**src/rtl/cacheline_adapter.sv**
```systemverilog
// cacheline_adapter: serves 256-bit cache line reads/writes as 4-beat 64-bit bmem bursts, one line in flight.
module cacheline_adapter #(
    parameter int ADDR_W = 32,
    parameter int LINE_W = 256,
    parameter int BEAT_W = 64
) (
    input  logic              clk,
    input  logic              rst,
    input  logic [ADDR_W-1:0] dfp_addr,
    input  logic              dfp_read,
    input  logic              dfp_write,
    input  logic [LINE_W-1:0] dfp_wdata,
    output logic [LINE_W-1:0] dfp_rdata,
    output logic              dfp_resp,
    output logic [ADDR_W-1:0] bmem_addr,
    output logic              bmem_read,
    output logic              bmem_write,
    output logic [BEAT_W-1:0] bmem_wdata,
    input  logic              bmem_ready,
    input  logic [ADDR_W-1:0] bmem_raddr,
    input  logic [BEAT_W-1:0] bmem_rdata,
    input  logic              bmem_rvalid
);
    localparam int BEATS = LINE_W / BEAT_W;
    localparam int CW = $clog2(BEATS);
    localparam int OFF = $clog2(LINE_W / 8);
    localparam logic [2:0] IDLE = 3'd0, RD_CMD = 3'd1, RD_WAIT = 3'd2, WR_BEAT = 3'd3, RESP = 3'd4;

    logic [2:0]        r_state;
    logic [CW-1:0]     r_cnt;
    logic [LINE_W-1:0] r_line;
    logic [LINE_W-1:0] r_dfp_rdata;
    logic              r_dfp_resp;
    logic [ADDR_W-1:0] r_bmem_addr;
    logic              r_bmem_read;
    logic              r_bmem_write;
    logic [BEAT_W-1:0] r_bmem_wdata;
    logic [LINE_W-1:0] w_fill;
    logic [ADDR_W-1:0] w_addr;
    logic [CW-1:0]     w_next_cnt;
    logic              w_last;
    logic              w_hit;
    logic              w_unused;

    assign w_addr     = {dfp_addr[ADDR_W-1:OFF], {OFF{1'b0}}};
    assign w_unused   = ^dfp_addr[OFF-1:0];
    assign w_next_cnt = r_cnt + 1'b1;
    assign w_last     = r_cnt == CW'(BEATS - 1);
    // r_bmem_addr doubles as the latched line address used to tag-match returning beats
    assign w_hit      = bmem_rvalid && bmem_raddr == r_bmem_addr;

    always_comb begin
        w_fill = r_line;
        w_fill[r_cnt*BEAT_W +: BEAT_W] = bmem_rdata;
    end

    always_ff @(posedge clk) begin
        if (rst) begin
            r_state      <= IDLE;
            r_cnt        <= '0;
            r_line       <= '0;
            r_dfp_rdata  <= '0;
            r_dfp_resp   <= 1'b0;
            r_bmem_addr  <= '0;
            r_bmem_read  <= 1'b0;
            r_bmem_write <= 1'b0;
            r_bmem_wdata <= '0;
        end else begin
            case (r_state)
                IDLE: begin
                    if (dfp_write && bmem_ready) begin
                        r_state      <= WR_BEAT;
                        r_bmem_addr  <= w_addr;
                        r_line       <= dfp_wdata;
                        r_bmem_write <= 1'b1;
                        r_bmem_wdata <= dfp_wdata[BEAT_W-1:0];
                        r_cnt        <= '0;
                    end else if (dfp_read && bmem_ready) begin
                        r_state     <= RD_CMD;
                        r_bmem_addr <= w_addr;
                        r_bmem_read <= 1'b1;
                        r_cnt       <= '0;
                    end
                end
                RD_CMD: begin
                    r_bmem_read <= 1'b0;
                    r_state     <= RD_WAIT;
                end
                RD_WAIT: begin
                    if (w_hit) begin
                        r_line <= w_fill;
                        r_cnt  <= w_next_cnt;
                        if (w_last) begin
                            r_state     <= RESP;
                            r_dfp_resp  <= 1'b1;
                            r_dfp_rdata <= w_fill;
                        end
                    end
                end
                WR_BEAT: begin
                    r_cnt        <= w_next_cnt;
                    r_bmem_wdata <= r_line[w_next_cnt*BEAT_W +: BEAT_W];
                    if (w_last) begin
                        r_bmem_write <= 1'b0;
                        r_dfp_resp   <= 1'b1;
                        r_state      <= RESP;
                    end
                end
                RESP: begin
                    r_dfp_resp <= 1'b0;
                    r_state    <= IDLE;
                end
                default: r_state <= IDLE;
            endcase
        end
    end

    assign dfp_rdata  = r_dfp_rdata;
    assign dfp_resp   = r_dfp_resp;
    assign bmem_addr  = r_bmem_addr;
    assign bmem_read  = r_bmem_read;
    assign bmem_write = r_bmem_write;
    assign bmem_wdata = r_bmem_wdata;
endmodule
```
**config.mk**
```make
export PLATFORM = sky130hd
export DESIGN_NAME = cacheline_adapter
export DESIGN_NICKNAME = d
export VERILOG_FILES = /design/src/rtl/cacheline_adapter.sv
export SDC_FILE = /design/constraint.sdc
export NUM_CORES = 2
export LEC_CHECK = 0
export BUFFER_PORTS_ARGS = -buffer_cell sky130_fd_sc_hd__buf_4
export CAP_MARGIN = 5
export CELL_PAD_IN_SITES_DETAIL_PLACEMENT = 1
export CELL_PAD_IN_SITES_GLOBAL_PLACEMENT = 2
export CORE_MARGIN = 3
export CORE_UTILIZATION = 33
export DETAILED_ROUTE_END_ITERATION = 10
export GPL_TIMING_DRIVEN = 0
export PLACE_DENSITY = 0.88
export SYNTH_ARGS = -nofsm -noshare
export SYNTH_HDL_FRONTEND = slang
export SYNTH_SLANG_ARGS = --single-unit
```
**constraint.sdc**
```tcl
create_clock -name clk -period 8.5 [get_ports clk]
set_clock_uncertainty 0.15 [all_clocks]
set_input_delay 0.425 -clock clk [delete_from_list [all_inputs] [get_ports clk]]
set_output_delay 0.425 -clock clk [all_outputs]
set_load 0.02 [all_outputs]
```
==> impl_results.rst <==
.. list-table::
   :header-rows: 1

   * - Metric
     - Value
   * - Outcome
     - completed
   * - RD Place Congestion
     - roughly 0.93
   * - Number of standard cells in the layout, taps in and fillers out
     - 5615
   * - Register bit count reported by yosys
     - between 600 and 700
   * - Die Span Y
     - between 300 and 400 um
   * - Initial antenna violation count
     - 14
   * - Num CTS Buffers
     - 73
   * - Cell chosen for the clock root
     - sky130_fd_sc_hd__clkbuf_16
   * - Leakage power total
     - 14.6 nW
   * - Starting density of the core
     - 0.335
   * - Number of cell instances on the worst register-to-register path
     - 9
   * - Setup repair after global routing missed its margin
     - false
   * - Insertion delay to the later sink of the worst-skew pair
     - between 0.6 and 0.7 ns
   * - Iter 0 DRT Violations
     - 3049
   * - Largest fanout on the critical path
     - 10
   * - Average via count per standard cell
     - 5.94
   * - DRC violations left
     - 0
   * - Horizontal die dimension
     - 304 um
   * - FP Rows
     - roughly 110
   * - Most common library cell in the layout ignoring fill and taps
     - sky130_fd_sc_hd__buf_4
   * - Final count of negative-setup-slack endpoints
     - 0
   * - First-pass iteration count of the detailed router
     - 5
   * - Number of cells on the worst hold path
     - 3
   * - DP Area
     - 36300 sq um
   * - Maximum buffer depth of the clock tree
     - 3
   * - Achievable frequency
     - 222 MHz
   * - Leftover overflow at the end of global routing
     - 0
   * - Sequential share of the synthesized area
     - 0.418
   * - Ratio of cells with drive above 1 in the final layout
     - 0.217
   * - Clock-pin slew on the worst setup and hold paths
     - 0.06 ns
   * - # nets final
     - 4796
   * - Post-route minimum period
     - between 4 and 5 ns
   * - Layout filler cell count
     - 10600
   * - Final Util
     - 0.453
   * - Prevailing post-synth register cell
     - sky130_fd_sc_hd__dfxtp_1
   * - Critical path data arrival time
     - 4.90 ns
   * - I/O pin count
     - 745
   * - H-tree Lvls
     - 3
   * - Finished layout cell area
     - 39500 sq um
   * - Final worst-path cycle share
     - 0.531
   * - Number of enable-type register cells in the synthesized netlist
     - 0
   * - Data required time of the critical path
     - 8.88 ns
   * - Share of synthesized registers carrying an async set or reset
     - 0
   * - Detail Placement HPWL
     - 129000 um
   * - Overall global routing resource usage
     - 0.347
   * - Count of input and output buffers
     - about 730
   * - Internal reg-to-reg setup slack
     - 3.99 ns
   * - Design Power
     - 7.57 mW
   * - Placeable core region
     - 87300 sq um
   * - Worst max-slew margin expressed relative to the limit
     - 0.0606
   * - Crit. End Element
     - flip-flop
   * - Final Hold Violating Endpoints
     - 0
   * - Wire length of the first global-routing pass
     - 240000 um
   * - Area growth, synth to finish
     - 35.1%
   * - Gate Count Post-Synth
     - 3505
   * - Cell area after technology mapping
     - 29300 sq um
   * - TritonCTS clock tree
     - built
   * - Average wire per standard cell
     - 29.9 um
   * - Antenna-violating nets left
     - 0
   * - Commonest cells after routing, fill and taps aside
     - 738 x sky130_fd_sc_hd__buf_4, 611 x sky130_fd_sc_hd__dfxtp_1, 607 x sky130_fd_sc_hd__a21oi_1, 518 x sky130_fd_sc_hd__nor2_1, 336 x sky130_fd_sc_hd__clkbuf_1
   * - Clock sinks
     - 611
   * - Peak supply drop
     - 0.157 mV
   * - Unique masters post-synth
     - 44
   * - Number of max-slew violations in the final report
     - 0
   * - YS warnings
     - 0
   * - CP startpoint kind
     - flip-flop
   * - Power per standard cell area
     - 191 nW/um^2
   * - Mean cell area of the mapped netlist
     - 8.35 sq um
   * - Wire length after detailed routing
     - 168000 um
   * - Maximum number of pins on one net before global-route repair
     - 13
   * - Count of vias placed by the detailed router
     - ~33000
   * - Actual transition at the worst max-transition pin
     - 1.41 ns
   * - CTS resizes
     - 0
   * - Number of instances in the placed design
     - 5399
   * - Maxcap violations
     - 0
   * - Via count of the first global-routing pass
     - 34100
   * - Setup Crit Path Kind
     - flip-flop to flip-flop
   * - Die Area
     - between 90000 and 100000 sq um
   * - Total negative setup slack
     - 0 ns
   * - Worst hold path type
     - input port to flip-flop
==> layout make-up <==
class | count | area (sq um) | area share
Multi-Input combinational cell | 2495 | 15500 | 0.391
Sequential cell | 611 | 12200 | 0.309
Timing Repair Buffer | 816 | 6370 | 0.161
Clock buffer | 107 | 2150 | 0.0543
Buffer | 397 | 1570 | 0.0396
Tap cell | 1155 | 1450 | 0.0366
Clock inverter | 20 | 262 | 0.00661
Inverter | 6 | 22.5 | 0.000570
Antenna cell | 8 | 20.0 | 0.000506
==> registers in the layout, summed over array words and instances, names as in the netlist <==
name,flops
r_state,3
dfp_resp,1
bmem_write,1
r_cnt,2
bmem_wdata,64
dfp_rdata,256
r_line,256
bmem_read,1
bmem_addr,27
==> final timing paths <==
kind | start | to
max | r_state[2] | r_line[94]
min | dfp_wdata[9] | bmem_wdata[9]
max reg2reg | r_state[2] | r_line[94]
min reg2reg | bmem_wdata[33] | bmem_wdata[33]
==> per-stage QoR <==
step	setup WS (ns)	hold WS, ns
3_3_place_gp	3.53	0.290
4_1_cts	4.08	0.000183
5_1_grt	3.93	0.0276
3_5_place_dp	3.73	0.300
2_1_floorplan	5.61	0.299
6_report	3.99	0.0350
==> metal layers <==
metal / GRT usage / routed length [um] / vias up / part of all wire
li1: - / - / 14600 / -
met1: 0.443 / 68500 / 16700 / 0.41
met2: 0.563 / 77100 / 1627 / 0.46
met3: 0.0591 / 12200 / 387 / 0.073
met4: 0.181 / 9880 / 2 / 0.059
met5: 0 / 13 / - / 0.000078
==> power breakdown <==
part           total (mW)  internal [mW]  switching, mW
combinational        1.22          0.466          0.754
clock                3.27           1.93           1.34
sequential           3.08           2.97          0.102
total                7.57           5.37           2.20
==> worst max-delay path, stage by stage (launching register included) <==
cell and delay (ns):
sky130_fd_sc_hd__dfxtp_1 0.48, sky130_fd_sc_hd__nor2_1 0.13, sky130_fd_sc_hd__and2_1 0.17, sky130_fd_sc_hd__clkbuf_1 0.30, sky130_fd_sc_hd__nand3_1 0.76, sky130_fd_sc_hd__clkbuf_1 0.45
sky130_fd_sc_hd__clkbuf_1 1.03, sky130_fd_sc_hd__clkbuf_1 0.53, sky130_fd_sc_hd__nand3_1 0.20, sky130_fd_sc_hd__a21oi_1 0.20
==> logic make-up after synthesis <==
logic type | count (synthesis) | share of synthesized area
flip-flops | 611 | 0.418
other | 1 | 0.000128
multiplexers | 65 | 0.0497
adder cells (fa/ha/maj) | 6 | 0.00257
buffers and inverters | 403 | 0.0538
AND/OR/NAND/NOR | 1193 | 0.190
XOR/XNOR | 27 | 0.00808
AO/OA/AOI/OAI | 1199 | 0.277
==> cells in the mapped netlist, types with 2 or more instances <==
cell type | instances | area share
sky130_fd_sc_hd__a211oi_1 | 258 | 0.066
sky130_fd_sc_hd__a21oi_1 | 607 | 0.10
sky130_fd_sc_hd__a221o_1 | 255 | 0.087
sky130_fd_sc_hd__a221oi_1 | 2 | 0.00060
sky130_fd_sc_hd__a22oi_1 | 64 | 0.016
sky130_fd_sc_hd__a31oi_1 | 2 | 0.00043
sky130_fd_sc_hd__and2_0 | 2 | 0.00043
sky130_fd_sc_hd__and2_1 | 2 | 0.00043
sky130_fd_sc_hd__and3_1 | 3 | 0.00064
sky130_fd_sc_hd__buf_1 | 27 | 0.0035
sky130_fd_sc_hd__buf_2 | 34 | 0.0058
sky130_fd_sc_hd__buf_4 | 5 | 0.0013
sky130_fd_sc_hd__clkbuf_1 | 331 | 0.042
sky130_fd_sc_hd__dfxtp_1 | 611 | 0.42
sky130_fd_sc_hd__ha_1 | 6 | 0.0026
sky130_fd_sc_hd__inv_1 | 6 | 0.00077
sky130_fd_sc_hd__mux4_2 | 64 | 0.049
sky130_fd_sc_hd__nand2_1 | 124 | 0.016
sky130_fd_sc_hd__nand2b_1 | 2 | 0.00043
sky130_fd_sc_hd__nand3_1 | 256 | 0.044
sky130_fd_sc_hd__nand4_1 | 3 | 0.00064
sky130_fd_sc_hd__nor2_1 | 519 | 0.067
sky130_fd_sc_hd__nor2b_1 | 258 | 0.055
sky130_fd_sc_hd__nor3_1 | 5 | 0.00086
sky130_fd_sc_hd__nor4_1 | 8 | 0.0017
sky130_fd_sc_hd__nor4bb_1 | 2 | 0.00068
sky130_fd_sc_hd__o21a_1 | 3 | 0.00077
sky130_fd_sc_hd__o21ai_0 | 4 | 0.00068
sky130_fd_sc_hd__or4_1 | 2 | 0.00051
sky130_fd_sc_hd__xnor2_1 | 8 | 0.0024
sky130_fd_sc_hd__xor2_1 | 19 | 0.0057
==> what timing repair did <==
| action | CTS | global route |
|---|---|---|
| buffers inserted | 0 | 0 |
| endpoints found under the hold margin | 78 | 0 |
| setup endpoints to repair | 0 | 0 |
| hold buffers | 78 | 0 |
No activity file was read; power rests on OpenSTA's default activity.
